### src/rtl/pa_dcache_tag_ctrl.sv
// D-cache tag array access controller: arbitrates invalidate sweep, refill tag
// writes and load lookups onto the single-port tag SRAM.
module pa_dcache_tag_ctrl #(
    parameter int INDEX_LEN   = 8,
    parameter bit INIT_ON_RST = 1'b1
) (
    input  logic                 forever_cpuclk,
    input  logic                 cpurst,
    input  logic                 cp0_dcache_inv_req,
    output logic                 dcache_inv_busy,
    output logic                 dcache_inv_done,
    input  logic                 rf_tag_req,
    input  logic [INDEX_LEN-1:0] rf_tag_idx,
    input  logic                 rf_tag_way,
    input  logic [22:0]          rf_tag_din,
    output logic                 rf_tag_gnt,
    input  logic                 ld_tag_req,
    input  logic [INDEX_LEN-1:0] ld_tag_idx,
    output logic                 ld_tag_gnt,
    output logic                 ld_tag_vld,
    output logic [45:0]          ld_tag_dout,
    output logic                 tag_clk_en,
    output logic                 tag_cen,
    output logic                 tag_gwen,
    output logic [45:0]          tag_wen,
    output logic [45:0]          tag_din,
    output logic [9:0]           tag_idx,
    input  logic [45:0]          tag_dout
);

    typedef enum logic [1:0] {
        IDLE  = 2'd0,
        SWEEP = 2'd1,
        DONE  = 2'd2
    } state_e;

    localparam state_e RST_STATE = INIT_ON_RST ? SWEEP : IDLE;

    state_e                 state_q;
    logic [INDEX_LEN-1:0]   sweep_idx_q;
    logic                   ld_vld_q;

    // The request is only sampled in IDLE, so a level still held during DONE
    // cannot re-trigger until the controller has passed through IDLE.
    always_ff @(posedge forever_cpuclk) begin
        if (cpurst) begin
            state_q     <= RST_STATE;
            sweep_idx_q <= '0;
            ld_vld_q    <= 1'b0;
        end else begin
            ld_vld_q <= ld_tag_gnt;
            case (state_q)
                IDLE: begin
                    if (cp0_dcache_inv_req) begin
                        state_q <= SWEEP;
                    end
                end
                SWEEP: begin
                    sweep_idx_q <= sweep_idx_q + 1'b1;
                    if (sweep_idx_q == '1) begin
                        state_q <= DONE;
                    end
                end
                DONE: begin
                    state_q <= IDLE;
                end
                default: begin
                    state_q <= IDLE;
                end
            endcase
        end
    end

    assign dcache_inv_busy = (state_q == SWEEP);
    assign dcache_inv_done = (state_q == DONE);
    assign ld_tag_vld      = ld_vld_q;
    assign ld_tag_dout     = ld_vld_q ? tag_dout : 46'h0;
    assign tag_clk_en      = (state_q == SWEEP) | rf_tag_req | ld_tag_req;

    // Fixed priority: sweep, then refill, then lookup.
    always_comb begin
        rf_tag_gnt = 1'b0;
        ld_tag_gnt = 1'b0;
        tag_cen    = 1'b1;
        tag_gwen   = 1'b1;
        tag_wen    = '1;
        tag_din    = '0;
        tag_idx    = '0;
        if (state_q == SWEEP) begin
            tag_cen  = 1'b0;
            tag_gwen = 1'b0;
            tag_wen  = '0;
            tag_idx  = 10'(sweep_idx_q);
        end else if (rf_tag_req) begin
            rf_tag_gnt = 1'b1;
            tag_cen    = 1'b0;
            tag_gwen   = 1'b0;
            tag_idx    = 10'(rf_tag_idx);
            if (rf_tag_way) begin
                tag_wen = {23'h0, 23'h7F_FFFF};
                tag_din = {rf_tag_din, 23'h0};
            end else begin
                tag_wen = {23'h7F_FFFF, 23'h0};
                tag_din = {23'h0, rf_tag_din};
            end
        end else if (ld_tag_req) begin
            ld_tag_gnt = 1'b1;
            tag_cen    = 1'b0;
            tag_idx    = 10'(ld_tag_idx);
        end
    end

endmodule

### config.mk
export PLATFORM = sky130hd
export DESIGN_NAME = pa_dcache_tag_ctrl
export DESIGN_NICKNAME = d
export VERILOG_FILES = /design/src/rtl/pa_dcache_tag_ctrl.sv
export SDC_FILE = /design/constraint.sdc
export NUM_CORES = 1
export LEC_CHECK = 0
export ABC_AREA = 0
export BUFFER_PORTS_ARGS = -buffer_cell sky130_fd_sc_hd__buf_4
export CAP_MARGIN = 20
export CORE_AREA = 2 2 96 98
export CTS_BUF_LIST = sky130_fd_sc_hd__clkbuf_4 sky130_fd_sc_hd__clkbuf_8
export CTS_CLUSTER_DIAMETER = 100
export DETAILED_ROUTE_END_ITERATION = 10
export DIE_AREA = 0 0 98 100
export HOLD_SLACK_MARGIN = 0.06
export PLACE_DENSITY = 0.6
export SLEW_MARGIN = 20
export SYNTH_ARGS = -nofsm -noshare
export SYNTH_HDL_FRONTEND = slang
export SYNTH_SLANG_ARGS = --single-unit
### constraint.sdc
create_clock -name forever_cpuclk -period 3.4 [get_ports forever_cpuclk]
set_input_delay 0.34 -clock forever_cpuclk [delete_from_list [all_inputs] [get_ports forever_cpuclk]]
set_output_delay 0.34 -clock forever_cpuclk [all_outputs]
set_load 0.02 [all_outputs]
==> results of run 1 <==
-- cell usage in the layout (no fill, tap or decap), drive strengths merged, types with 2 or more instances in the layout --
cell type and count:
a21oi 8, a221oi 8, and2 48, buf 247, clkbuf 4, conb 2
dfxtp 11, inv 3, nand2 27, nand2b 3, nand3 3, nor2 65
nor2b 3, o21ai 3, o31ai 2, or3 4, or4 2
-- path summary, 6_finish.rpt --
path,slack [ns],endpoint,cells past startpoint,from
worst min register to register,0.49,sweep_idx_q[1],2,sweep_idx_q[1]
worst max-delay path,0.98,tag_wen[26],6,state_q[1]
worst min-delay path,0.36,sweep_idx_q[5],2,cpurst
worst max register to register,1.59,ld_tag_vld,5,state_q[1]
-- layout make-up --
type                       count  area share
multi-input combinational    187       0.298
inverter                       3     0.00347
clock buffer                   4      0.0150
timing repair buffer         247       0.571
antenna                        1    0.000771
tap                          111      0.0428
sequential                    11      0.0682
-- cells by family after synthesis --
family,share of synthesized area
AND/OR/NAND/NOR,0.486
flip-flops,0.137
buffers and inverters,0.263
adder cells (fa/ha/maj),0.00778
other,0.00233
AO/OA/AOI/OAI,0.0934
XOR/XNOR,0.0109
-- power by group --
part / internal, uW / leakage [uW] / switching, uW
Combinational: 75.3 / 0.00162 / 40.1
Sequential: 132 / 0.0000898 / 3.87
Clock: 90.2 / 0.0000262 / 48.3
Total: 298 / 0.00173 / 92.2
-- state kept, by name (all words and copies together), names as in the netlist --
name	count
ld_tag_vld	1
state_q	2
sweep_idx_q	8
-- per-stage QoR --
| step | total power (uW) | util |
|---|---|---|
| final | 390 | 0.365 |
| after floorplan | 167 | - |
| after CTS | 393 | 0.365 |
| after detailed placement | 255 | 0.359 |
| after global placement | 254 | 0.359 |
| after global routing | 411 | 0.365 |
-- per-layer routing --
| layer | vias up | global-route usage | share of wire |
|---|---|---|---|
| met5 | - | 0 | 0 |
| met4 | 0 | 0.0395 | 0.020 |
| met3 | 8 | 0.0188 | 0.091 |
| met2 | 138 | 0.226 | 0.51 |
| met1 | 1045 | 0.145 | 0.37 |
| li1 | 1169 | - | - |
-- Yosys cell counts (5+ instances only) --
library cell,instances,area (um2)
buf_4,46,345
a221oi_1,8,70.1
nor2_1,65,244
nand2_1,27,101
and2_1,48,300
clkbuf_1,11,41.3
a21oi_1,8,40.0
dfxtp_1,11,220
buf_2,5,25.0
-- critical path, delay by kind of cell (launching register included) --
kind                   cells  cell delay (ns)
AOI/OAI and AO/OA          1             0.22
buffers and inverters      4             1.14
DFF                        1             0.36
and+or+nand+nor            1             0.11
==> impl_results.md, run 1 <==
- Via density: between 4 and 5
- Max IR drop VDD: between 0.1 and 0.15 mV
- # clock sinks: 11
- # port buffers: 244
- Tightest hold margin: roughly 0.36 ns
- Total number of vias: around 2,400
- Post-Synthesis Cells: 262
- # DRC: 0
- Slowest-stage cell, CP: dfxtp_1
- Worst-path fanout max: 40
- CTS Buffer Depth: 2
- Post-Syn Area: between 1500 and 2000 um2
- Antenna Violating Nets Remaining: 0
- Die W: just under 100 um
- Clock latency on the worst-skew pair: approximately 0.24 ns
- Post-detailed-placement half-perimeter wirelength: about 5700 um
- Slew @ Worst Pin: a little under 0.8 ns
- Clk root buf: clkbuf_8
- Cell Rows: 35
- Max Fclk: 0.413 GHz
- DP Area: 3190 um2
- Crit path largest cell delay: 0.36 ns
- Die height: approximately 100 um
- Crit share post-route: 0.712
- Antenna violations before repair: 1
- Final worst-path setup slack: 0.978 ns
- Share of layout cells above drive strength 1: 0.562
- Num CTS Buffers: 3
- Area of the die: a little under 10,000 um2
- # Post-CTS Setup Buffers: 0
- YS warnings: 0
- Largest net degree at the start of global routing: 48
- Area delta synth->final: 102%
- Congestion Overflow GR: 0
- Post-Place Setup Slack: about 1.2 ns
- Kind of critical path: register to output pin
- Initial Utilization: 0.181
- Power per cell area: 120 nW/um2
- Synth unique cells: 28
- Nets: roughly 550
- Register Area: between 200 and 250 um2
- Post-Route Setup TNS: 0 ns
- Leakage power: 0.00173 uW
- Vias in the first global route: 2,035
- Crit path top cell by count: buf_4
- Final wirelength: slightly below 7000 um
- Ports: 247
- Total GRT Usage: 0.122
- Cells after DPL: between 500 and 600
- Worst EP required: between 3 and 4 ns
- Status: finished clean
- Post-synthesis async set-or-reset flop share: 0
- Final count of hold timing violations: 0
- Final Instance Area: approximately 3200 um2
- Critical Path AT: roughly 2.1 ns
- Clock Pin Slew Worst Setup and Hold Paths: roughly 0.050 ns
- Slew Limit Fails: 0
- Crit-path cells: nand2b_1, buf_4, inv_1, a21oi_1, buf_4, buf_4
- Layout Skew: between 0.003 and 0.004 ns
- Startpoint types: register
- Finished Layout Cells: about 560
- Router iterations before antenna repair: 4
- Cts-stage hold buffer count: 0
- Seq/Total Area, Yosys: 0.137
- Multi-input gate area: between 900 and 1000 um2
- Synth Register Bits: 11
- # H-tree levels: 1
- Top_reg_cell synth: dfxtp_1
- Hold Path Class: input port to register
- Crit path capture type: output pin
- Cts repair resizes: 0
- RSZ-0062 raised after global routing: false
- Number of synthesized flops with an enable pin: 0
- CTS tree: built
- First-pass GRT wire length: 10,000 um
- Final Critical Period: 2.42 ns
- Max_cap viols: 0
- Syn Area/Cell: slightly above 6 um2
- Wire per inst: ~12 um
- Slew headroom: 0.486
- Fillcell total: 939
- Setup-failing EPs final: 0
- Core area: 8890 um2
- Gp weighted congestion: 0.763
- DR iter-0 viols: between 40 and 50
Note: power is estimated with default switching activity, not from simulation.
==> inputs of run 2 (changes only) <==
- PLACE_DENSITY: 0.6 -> 0.62
- clock period: 3.4 -> 2.2 ns (I/O delays scaled with it)
==> run 2 against run 1 <==
Compared with the run above:
- clock-buffer cell count did not move
- largest cell class unchanged
- power rose by 57%
- sequential cell count did not move
- clock skew fell by 0.0017 ns
- combinational power rose by 56%
==> impl_results.md, run 2 (synthesized netlist as in run 1, its figures left out) <==
- Status: finished clean
- Crit share post-route: 0.872
- # Post-CTS Setup Buffers: 0
- Total number of vias: ~2,300
- Initial Utilization: 0.181
- Multi-input gate area: roughly 970 um2
- DP Area: approximately 3200 um2
- Hold Path Class: input port to register
- Slew @ Worst Pin: ~0.55 ns
- Die W: between 90 and 100 um
- Max IR drop VDD: 0.145 mV
- Final count of hold timing violations: 0
- Power per cell area: between 150 and 200 nW/um2
- # DRC: 0
- Critical Path AT: ~1.7 ns
- Clock latency on the worst-skew pair: 0.25 ns
- Antenna Violating Nets Remaining: 0
- Final Critical Period: 1.92 ns
- Startpoint types: register
- Clk root buf: clkbuf_8
- Area delta synth->final: 103%
- Cell Rows: 35
- Tightest hold margin: 0.228 ns
- Core area: 8890 um2
- Commonest non-fill, non-tap cell in the layout: buf_4
- Final worst-path setup slack: 0.281 ns
- CTS tree: built
- Num CTS Buffers: 3
- Share of layout cells above drive strength 1: 0.565
- Max_cap viols: 0
- First-pass GRT wire length: slightly below 10,000 um
- Final wirelength: 6790 um
- Tot Pwr: between 600 and 700 uW
- RSZ-0062 raised after global routing: false
- Gp weighted congestion: between 0.8 and 0.9
- Layout Skew: roughly 0.0018 ns
- CTS Buffer Depth: 2
- Worst EP required: slightly below 2 ns
- R2R Setup Slk: about 0.69 ns
- Via density: 4.12
- DR top layer: met4
- Slew Limit Fails: 0
- # diodes: 0
- Router iterations before antenna repair: 5
- Wire per inst: roughly 12 um
- Antenna violations before repair: 0
- Max Fclk: ~0.52 GHz
- Setup-failing EPs final: 0
- Cts-stage hold buffer count: 0
- Congestion Overflow GR: 0
- Total GRT Usage: 0.119
- Clock Pin Slew Worst Setup and Hold Paths: ~0.05 ns
- Area of the die: between 9000 and 10,000 um2
- Top reg by flops: sweep_idx_q
- Vias in the first global route: around 2,100
- # port buffers: roughly 240
- Met3 routed WL: around 700 um
- Fillcell total: 931
- Cts repair resizes: 0
- Leakage power: roughly 0.0017 uW
- Die height: about 100 um
- Largest net degree at the start of global routing: between 40 and 50
- Post-detailed-placement half-perimeter wirelength: roughly 5800 um
- # clock sinks: 11
- Most frequent cells in the layout: buf_4, nor2_1, and2_1
- Nets: ~550
- Ports: around 250
- Final Instance Area: 3270 um2
- Post-Route Setup TNS: 0 ns
- Kind of critical path: register to output pin
- Met1 WL: 2460 um
- Post-Place Setup Slack: 0.547 ns
- Number of flip-flops in the largest register: 8
- DR iter-0 viols: 42
- Worst-path fanout max: 39
- # H-tree levels: 1
- Routed wl met2: roughly 3600 um
- Crit path capture type: output pin
- Register Area: 220 um2
- Slew headroom: 0.632
[run 2: worst max-delay path: stages (launching register included)]
cell and delay [ns]:
dfxtp_1 0.36, nand2b_1 0.14, buf_4 0.34, and2_1 0.18, buf_4 0.22, buf_4 0.18
[run 2: per-stage QoR]
| step | util | std cells |
|---|---|---|
| after floorplan | - | 263 |
| after global placement | 0.362 | 562 |
| after detailed placement | 0.362 | 562 |
| after CTS | 0.368 | 566 |
| after global routing | 0.368 | 566 |
| final | 0.368 | 566 |
[run 2: cell type report]
type | count | share of cell area
sequential | 11 | 0.0674
clock buffer | 4 | 0.0149
multi-input combinational | 187 | 0.297
tap | 111 | 0.0425
timing repair buffer | 250 | 0.574
inverter | 3 | 0.00345
[run 2: per-layer routing]
metal  vias up  global-route usage
met5         -                   0
met4         0              0.0288
met3         5              0.0230
met2       153               0.237
met1      1007               0.127
li1       1166                   -
[run 2: report_power, final]
group	switching [uW]	total (uW)	leakage [uW]	internal (uW)
Sequential	6.22	211	0.0000893	204
Combinational	61.6	179	0.00163	118
Clock	83.0	223	0.0000262	140
[run 2: worst paths after layout]
| check | endpoint | depth (start not counted) | from |
|---|---|---|---|
| min reg2reg | sweep_idx_q[7] | 2 | sweep_idx_q[7] |
| min | sweep_idx_q[3] | 2 | cpurst |
| max | tag_wen[16] | 5 | state_q[1] |
| max reg2reg | sweep_idx_q[7] | 4 | state_q[0] |
